===== src/rtl/led_seq_pkg.sv =====
// Shared types and the default LED pattern table for the LED sequencer.
// Swap SEQ_TABLE (or the ROM) per board; the FSM does not depend on its contents.
package led_seq_pkg;

  localparam int MS_W  = 10;
  localparam int PAT_W = 4;
  localparam int IDX_W = 4;

  typedef struct packed {
    logic [PAT_W-1:0] pattern;
    logic [MS_W-1:0]  durMs;
  } step_t;

  typedef enum logic [1:0] {
    IDLE,
    RUN,
    RELEASE
  } state_t;

  localparam step_t SEQ_TABLE [16] = '{
    '{4'b0001, 10'd5},   '{4'b0010, 10'd3},   '{4'b0100, 10'd0},   '{4'b1000, 10'd20},
    '{4'b0011, 10'd10},  '{4'b0110, 10'd10},  '{4'b1100, 10'd10},  '{4'b1001, 10'd50},
    '{4'b1111, 10'd100}, '{4'b0000, 10'd100}, '{4'b0101, 10'd25},  '{4'b1010, 10'd25},
    '{4'b0111, 10'd40},  '{4'b1110, 10'd40},  '{4'b1011, 10'd40},  '{4'b1101, 10'd40}
  };

endpackage


===== src/rtl/led_seq_rom.sv =====
// Combinational step-table lookup: index -> {pattern, duration}.
// Zero latency; no flow control.
module led_seq_rom
  import led_seq_pkg::*;
(
  input  logic [IDX_W-1:0] idx,
  output step_t            step
);

  assign step = SEQ_TABLE[idx];

endmodule


===== src/rtl/led_sequencer.sv =====
// Steps through the LED pattern table, driving the ms timer and advancing on its timeout.
// Outputs registered, one clk after the triggering input; start/stop are level-sampled, no backpressure.
module led_sequencer
  import led_seq_pkg::*;
#(
  parameter int NUM_STEPS = 8,
  parameter int LED_W     = 4
) (
  input  logic             clk,
  input  logic             rst_n,
  input  logic             start,
  input  logic             stop,
  input  logic             loopMode,
  input  logic             timeout,
  output logic             enable,
  output logic [MS_W-1:0]  delayInMs,
  output logic [LED_W-1:0] leds,
  output logic [IDX_W-1:0] stepIdx,
  output logic             busy,
  output logic             done
);

  if (NUM_STEPS < 1 || NUM_STEPS > 16) begin : g_bad_num_steps
    $error("led_sequencer: NUM_STEPS must be in 1..16");
  end

  localparam logic [IDX_W-1:0] LAST_IDX = IDX_W'(NUM_STEPS - 1);

  state_t             state, state_n;
  logic               stop_req, stop_req_n;
  logic               enable_n, busy_n, done_n;
  logic [MS_W-1:0]    delay_n;
  logic [LED_W-1:0]   leds_n;
  logic [IDX_W-1:0]   step_n, next_idx, rom_idx;
  step_t              rom_step;

  assign next_idx = (stepIdx == LAST_IDX) ? '0 : stepIdx + 4'd1;
  // From IDLE the lookup always targets entry 0; in RUN it pre-fetches the next entry.
  assign rom_idx  = (state == RUN) ? next_idx : '0;

  led_seq_rom u_rom (
    .idx  (rom_idx),
    .step (rom_step)
  );

  always_comb begin
    state_n    = state;
    stop_req_n = stop_req;
    enable_n   = enable;
    delay_n    = delayInMs;
    leds_n     = leds;
    step_n     = stepIdx;
    busy_n     = busy;
    done_n     = 1'b0;
    case (state)
      IDLE: begin
        if (start && !stop) begin
          state_n  = RUN;
          step_n   = '0;
          leds_n   = LED_W'(rom_step.pattern);
          delay_n  = rom_step.durMs;
          enable_n = 1'b1;
          busy_n   = 1'b1;
        end
      end
      RUN: begin
        if (stop) stop_req_n = 1'b1;
        if (timeout) begin
          if (stop_req || (stepIdx == LAST_IDX && !loopMode)) begin
            state_n = RELEASE;
          end else begin
            step_n  = next_idx;
            leds_n  = LED_W'(rom_step.pattern);
            delay_n = rom_step.durMs;
          end
        end
      end
      RELEASE: begin
        // enable held high through this cycle so the timer drops its load flag cleanly
        state_n    = IDLE;
        enable_n   = 1'b0;
        leds_n     = '0;
        busy_n     = 1'b0;
        done_n     = 1'b1;
        stop_req_n = 1'b0;
      end
      default: state_n = IDLE;
    endcase
  end

  always_ff @(posedge clk or negedge rst_n) begin
    if (!rst_n) begin
      state     <= IDLE;
      stop_req  <= 1'b0;
      enable    <= 1'b0;
      delayInMs <= '0;
      leds      <= '0;
      stepIdx   <= '0;
      busy      <= 1'b0;
      done      <= 1'b0;
    end else begin
      state     <= state_n;
      stop_req  <= stop_req_n;
      enable    <= enable_n;
      delayInMs <= delay_n;
      leds      <= leds_n;
      stepIdx   <= step_n;
      busy      <= busy_n;
      done      <= done_n;
    end
  end

endmodule

===== config.mk =====
export PLATFORM = sky130hd
export DESIGN_NAME = led_sequencer
export DESIGN_NICKNAME = d
export VERILOG_FILES = /design/src/rtl/led_seq_pkg.sv /design/src/rtl/led_seq_rom.sv /design/src/rtl/led_sequencer.sv
export SDC_FILE = /design/constraint.sdc
export NUM_CORES = 1
export LEC_CHECK = 0
export CAP_MARGIN = 20
export CORE_MARGIN = 2
export CORE_UTILIZATION = 24
export DETAILED_ROUTE_END_ITERATION = 10
export PLACE_DENSITY_LB_ADDON = 0.15
export SLEW_MARGIN = 25
export SYNTH_ARGS = -nofsm -noshare
export SYNTH_HDL_FRONTEND = slang
export SYNTH_SLANG_ARGS = --single-unit

===== constraint.sdc =====
create_clock -name clk -period 6 [get_ports clk]
set_clock_uncertainty 0.05 [all_clocks]
set_input_delay 1.5 -clock clk [delete_from_list [all_inputs] [get_ports clk]]
set_output_delay 1.5 -clock clk [all_outputs]
set_load 0.005 [all_outputs]

==> results.py, run 1 <==
metrics = {
    "run_status": {
        "status": "finished clean",
    },
    "final_layout": {
        "multi_input_area_um2": 682,
        "final-seq-area_um2": 500,
        "finalNetCount": 168,
        "final_common_cell": "clkdlybuf4s50_1",
        "nFillCells": 555,
        "layout-drive-gt1-share_pct": 11.8,
        "area_delta_synth_final_pct": 25.4,
        "layout_common_cells": "clkdlybuf4s50_1, dfrtp_1, nand2_1",
        "num_antenna_cells": 0,
    },
    "global_routing": {
        "grt-ovfl-total": 0,
        "track_usage_pct": 10.7,
        "grt_max_degree": 22,
        "grt_pass1_wl_um": 5120,
        "grt_pass1_vias": 973,
        "antenna_found_initial": 0,
    },
    "clock_network": {
        "post_cts_buffers": 0,
        "cts_max_path_buffers": 2,
        "h-tree-depth": 1,
        "cts_made_buffers": 3,
        "cts_resized": 0,
        "tritoncts": "yes",
        "clk_pin_slew_worst_paths_ps": 70,
        "holdBufCountCts": 0,
        "clk_latency_ps": 250,
        "cts.sinks": 20,
        "cts-root-buf": "clkbuf_8",
    },
    "worst_setup_path": {
        "reg2reg_depth": 10,
        "path_class": "in -> reg",
        "end_kind": "flip-flop",
        "crit_path_start_kind": "primary input",
        "path_cells": "clkdlybuf4s50_1 > nand4bb_1 > a22oi_2 > or2_4 > o221ai_1",
        "critPathMaxFanout": 21,
        "required_ps": 6070,
        "critPathMaxStageDelay_ps": 740,
        "crit_slowest_cell": "a22oi_2",
        "arrival_ps": 3330,
    },
    "timing": {
        "hold_viol_final": 0,
        "period_share_pct": 54.3,
        "final-max-slew-violation-count": 0,
        "fmax_ghz": 0.307,
        "relSlewSlack_pct": 38.7,
        "rsz0062_at_grt": "false",
        "setup-violations-final": 0,
        "fin_tns_setup_ps": 0,
        "timing.final.ws_setup_ps": 2740,
        "post-route-min-period_ps": 3260,
        "worst_slew_pin_slew_ps": 920,
    },
    "die": {
        "io_pins": 27,
        "placementRows": 26,
        "coreArea_um2": 5070,
        "dieArea_um2": 5820,
        "fp.dieH_um": 76.3,
        "fp.dieW_um": 76.3,
        "start_util_pct": 24.7,
    },
    "routing": {
        "vias": 1002,
        "avgViaCountPerCell": 4.51,
        "wire_per_inst_um": 13.4,
        "drt-pass1-iter-count": 8,
        "drc": 0,
        "antenna_left": 0,
        "drt_wl_total_um": 2970,
        "drtIter0Drc": 50,
    },
    "synth": {
        "synth_edf_count": 0,
        "synth_area_um2": 1250,
        "async_reset_ff_share_pct": 100,
        "synth-seq-area-share_pct": 39.9,
        "syn_inst": 130,
        "synth_warnings": 0,
        "synth_cell_types": 37,
        "syn_area_per_cell_um2": 9.64,
        "synth_top_flop_cell": "dfrtp_1",
        "synth_seq_cells": 20,
    },
    "power": {
        "p_seq_share_pct": 36.8,
        "p_per_area_nw_per_um2": 364,
        "internal_power_uw": 362,
        "ir_drop_uv": 157,
        "p_comb_share_pct": 45.4,
        "clockPowerShare_pct": 17.8,
        "p_leak_uw": 0.000666,
        "switchingPower_uw": 211,
        "switching_share_pct": 36.8,
    },
    "place": {
        "port_buffers": 23,
        "gp_congestion": 0.766,
        "preCtsSetupSlack_ps": 2490,
        "dp_hpwl_um": 2210,
    },
    "flow_run": {
        "max-cap-violations": 0,
    },
    "min_path": {
        "hp-class": "reg -> reg",
        "holdPathStages": 2,
    },
}
[final cells by class]
cell class	instances	area share, %
Clock buffer	4	3.50
Inverter	6	1.43
Multi-Input combinational cell	99	43.4
Sequential cell	20	31.8
Tap cell	70	5.57
Timing Repair Buffer	23	14.3
[cells by family after synthesis]
logic type,after synthesis,synth area share (%)
XOR/XNOR,2,1.40
AO/OA/AOI/OAI,31,17.1
multiplexers,3,2.89
buffers and inverters,13,6.29
adder cells (fa/ha/maj),9,8.98
flip-flops,20,39.9
AND/OR/NAND/NOR,51,23.2
other,1,0.299
[registers in the layout, summed over array words and instances, names as in the netlist]
name / flops
busy: 1
delayInMs: 7
done: 1
leds: 4
state: 2
stepIdx: 4
stop_req: 1
[layer usage]
metal / vias up / global-route usage [%] / routed length (um)
met2: 31 / 16.4 / 1320
met5: - / 0 / 0
li1: 496 / - / -
met4: 0 / 1.09 / 12
met1: 473 / 15.3 / 1470
met3: 2 / 3.44 / 167
[Yosys cell counts (2+ instances only)]
master    instances  share of area, %
dfrtp_1          20                40
nand3_1           9               3.6
nor3_1            5               2.0
mux2_2            2               1.8
o21ai_0           7               2.8
nand2_1          15               4.5
buf_4             6               3.6
o31ai_1           2               1.2
a21oi_1           9               3.6
o21ai_1           2              0.80
inv_1             6               1.8
o221ai_1          4               2.8
nand2b_1          3               1.5
nor2_1            9               2.7
ha_1              9               9.0
[power groups by stage]
stage | registers, uW | logic, uW | clock network [uW]
3_3_place_gp | 214 | 259 | 0
3_5_place_dp | 214 | 259 | 0
2_1_floorplan | 204 | 167 | 0
4_1_cts | 212 | 262 | 106
5_1_grt | 220 | 295 | 112
6_report | 211 | 260 | 102
[worst paths after layout]
check | from | to | slack [ps]
min in group asynchronous | rst_n | stop_req | 1140
hold reg to reg | delayInMs[6] | delayInMs[6] | 430
hold / removal | delayInMs[6] | delayInMs[6] | 430
setup / recovery | loopMode | leds[3] | 2740
setup reg to reg | stepIdx[0] | leds[2] | 3260
max in group asynchronous | rst_n | delayInMs[3] | 4450
[critical path: cells and delay by family]
family	cells	cell delay (ps)
AO/OA/AOI/OAI	2	870
buffers and inverters	1	410
AND/OR/NAND/NOR	2	540
[metrics by stage]
stage               instances  power [uW]  hold WS [ps]  cell area, um2  util (%)
floorplan                 132         371           420            1260         -
global placement          218         472           417            1520      30.0
detailed placement        218         474           414            1520      30.0
CTS                       222         580           437            1580      31.1
global route              222         626           471            1570      31.0
finish                    222         573           430            1570      31.0
No activity file was read; power rests on OpenSTA's default activity.
==> inputs of run 2 (changes only) <==
- clock period: 6 -> 2.7 ns (I/O delays scaled with it)
==> results.py, run 2 (same netlist as run 1, synthesis figures left out) <==
metrics = {
    "timing": {
        "final-max-slew-violation-count": 0,
        "relSlewSlack_pct": 65.5,
        "setup-violations-final": 0,
        "period_share_pct": 86.6,
        "hold_viol_final": 0,
        "fmax_ghz": 0.428,
        "fin_tns_setup_ps": 0,
        "post-route-min-period_ps": 2340,
        "worst_slew_pin_slew_ps": 514,
        "rsz0062_at_grt": "false",
    },
    "clock_network": {
        "tritoncts": "yes",
        "cts-root-buf": "clkbuf_8",
        "clk_latency_ps": 250,
        "post_cts_buffers": 0,
        "h-tree-depth": 1,
        "cts_max_path_buffers": 2,
        "cts_resized": 0,
        "clk_pin_slew_worst_paths_ps": 80,
        "cts_made_buffers": 3,
        "cts.sinks": 20,
        "holdBufCountCts": 0,
    },
    "power": {
        "p_leak_uw": 0.000680,
        "p_per_area_nw_per_um2": 809,
        "ir_drop_uv": 338,
    },
    "worst_setup_path": {
        "path_class": "reg -> reg",
        "end_kind": "flip-flop",
        "critPathMaxFanout": 7,
        "required_ps": 2820,
        "crit_slowest_cell": "dfrtp_1",
        "path_cells": "ha_1 > nand2_1 > nor2_1 > nor3_1 > inv_1 > ha_1 > inv_1 > nor3_1 > a21oi_1 > o221ai_1",
        "critPathBufInv": 2,
        "arrival_ps": 2460,
        "critPathMaxStageDelay_ps": 460,
        "r2r_slack_ps": 360,
        "crit_family": "adder cells",
        "crit_path_start_kind": "flip-flop",
    },
    "routing": {
        "drtIter0Drc": 42,
        "avgViaCountPerCell": 4.50,
        "drt-pass1-iter-count": 4,
        "drc": 0,
        "drt_wl_total_um": 3090,
        "antenna_left": 0,
        "wire_per_inst_um": 13.7,
        "vias": 1012,
    },
    "global_routing": {
        "grt_max_degree": 22,
        "grt_pass1_wl_um": 5240,
        "track_usage_pct": 10.9,
        "antenna_found_initial": 0,
        "grt-ovfl-total": 0,
        "grt_pass1_vias": 1093,
    },
    "final_layout": {
        "final_common_cell": "clkdlybuf4s50_1",
        "largest_registers": "delayInMs (7), leds (4), stepIdx (4)",
        "finalNetCount": 171,
        "layout_common_cells": "clkdlybuf4s50_1, dfrtp_1, nand2_1",
        "area_delta_synth_final_pct": 27.6,
        "layout.cells.non_filler": 225,
        "num_antenna_cells": 0,
        "nFillCells": 550,
        "regMostFlops": "delayInMs",
        "largest_reg_flops": 7,
        "layout-drive-gt1-share_pct": 12.9,
    },
    "die": {
        "start_util_pct": 24.7,
        "coreArea_um2": 5070,
        "placementRows": 26,
        "fp.dieH_um": 76.3,
        "fp.dieW_um": 76.3,
        "dieArea_um2": 5820,
        "io_pins": 27,
    },
    "place": {
        "dp_hpwl_um": 2330,
        "port_buffers": 23,
        "gp_congestion": 0.793,
        "dp.cells": 221,
    },
    "flow_run": {
        "max-cap-violations": 0,
    },
    "run_status": {
        "status": "finished clean",
    },
    "min_path": {
        "hp-class": "reg -> reg",
    },
}
## run 2: path summary, 6_finish.rpt
kind,cells past startpoint,startpoint,to
worst max-delay path,10,stepIdx[0],leds[2]
worst min-delay path,2,delayInMs[6],delayInMs[6]
worst max register to register,10,stepIdx[0],leds[2]
worst min register to register,2,delayInMs[6],delayInMs[6]
max in group asynchronous,2,rst_n,delayInMs[2]
min in group asynchronous,2,rst_n,busy
## run 2: area by class of cell
type	count	area (um2)	area share [%]
flip-flops and latches	20	500	31.3
multi-input cells	99	682	42.6
well taps	70	87.6	5.47
inverters	6	22.5	1.41
repair buffers	26	253	15.8
clock buffers	4	55.1	3.44
## run 2: stage by stage
stage	power, uW	instance area (um2)	setup WS (ps)	util [%]	hold WS, ps
finish	1300	1600	363	31.5	435
global route	1400	1600	130	31.5	464
CTS	1310	1600	329	31.5	444
detailed placement	1070	1550	359	30.4	417
global placement	1060	1550	379	30.4	415
floorplan	825	1260	331	-	329
## run 2: layer usage
metal / GRT usage (%) / share of wire (%)
met2: 18.7 / 46
met1: 13.8 / 46
met4: 2.00 / 0.87
met3: 3.20 / 6.4
met5: 0 / 0
## run 2: worst min-delay path: stages, from the launching register on
cell	delay (ps)
dfrtp_1	350
nand2_1	60
o41ai_2	50
## run 2: power by group
part	leakage (uW)	internal, uW	switching, uW
Clock	0.0000288	130	99.6
Combinational	0.000392	303	293
Sequential	0.000259	385	85.4
Total	0.000680	818	478
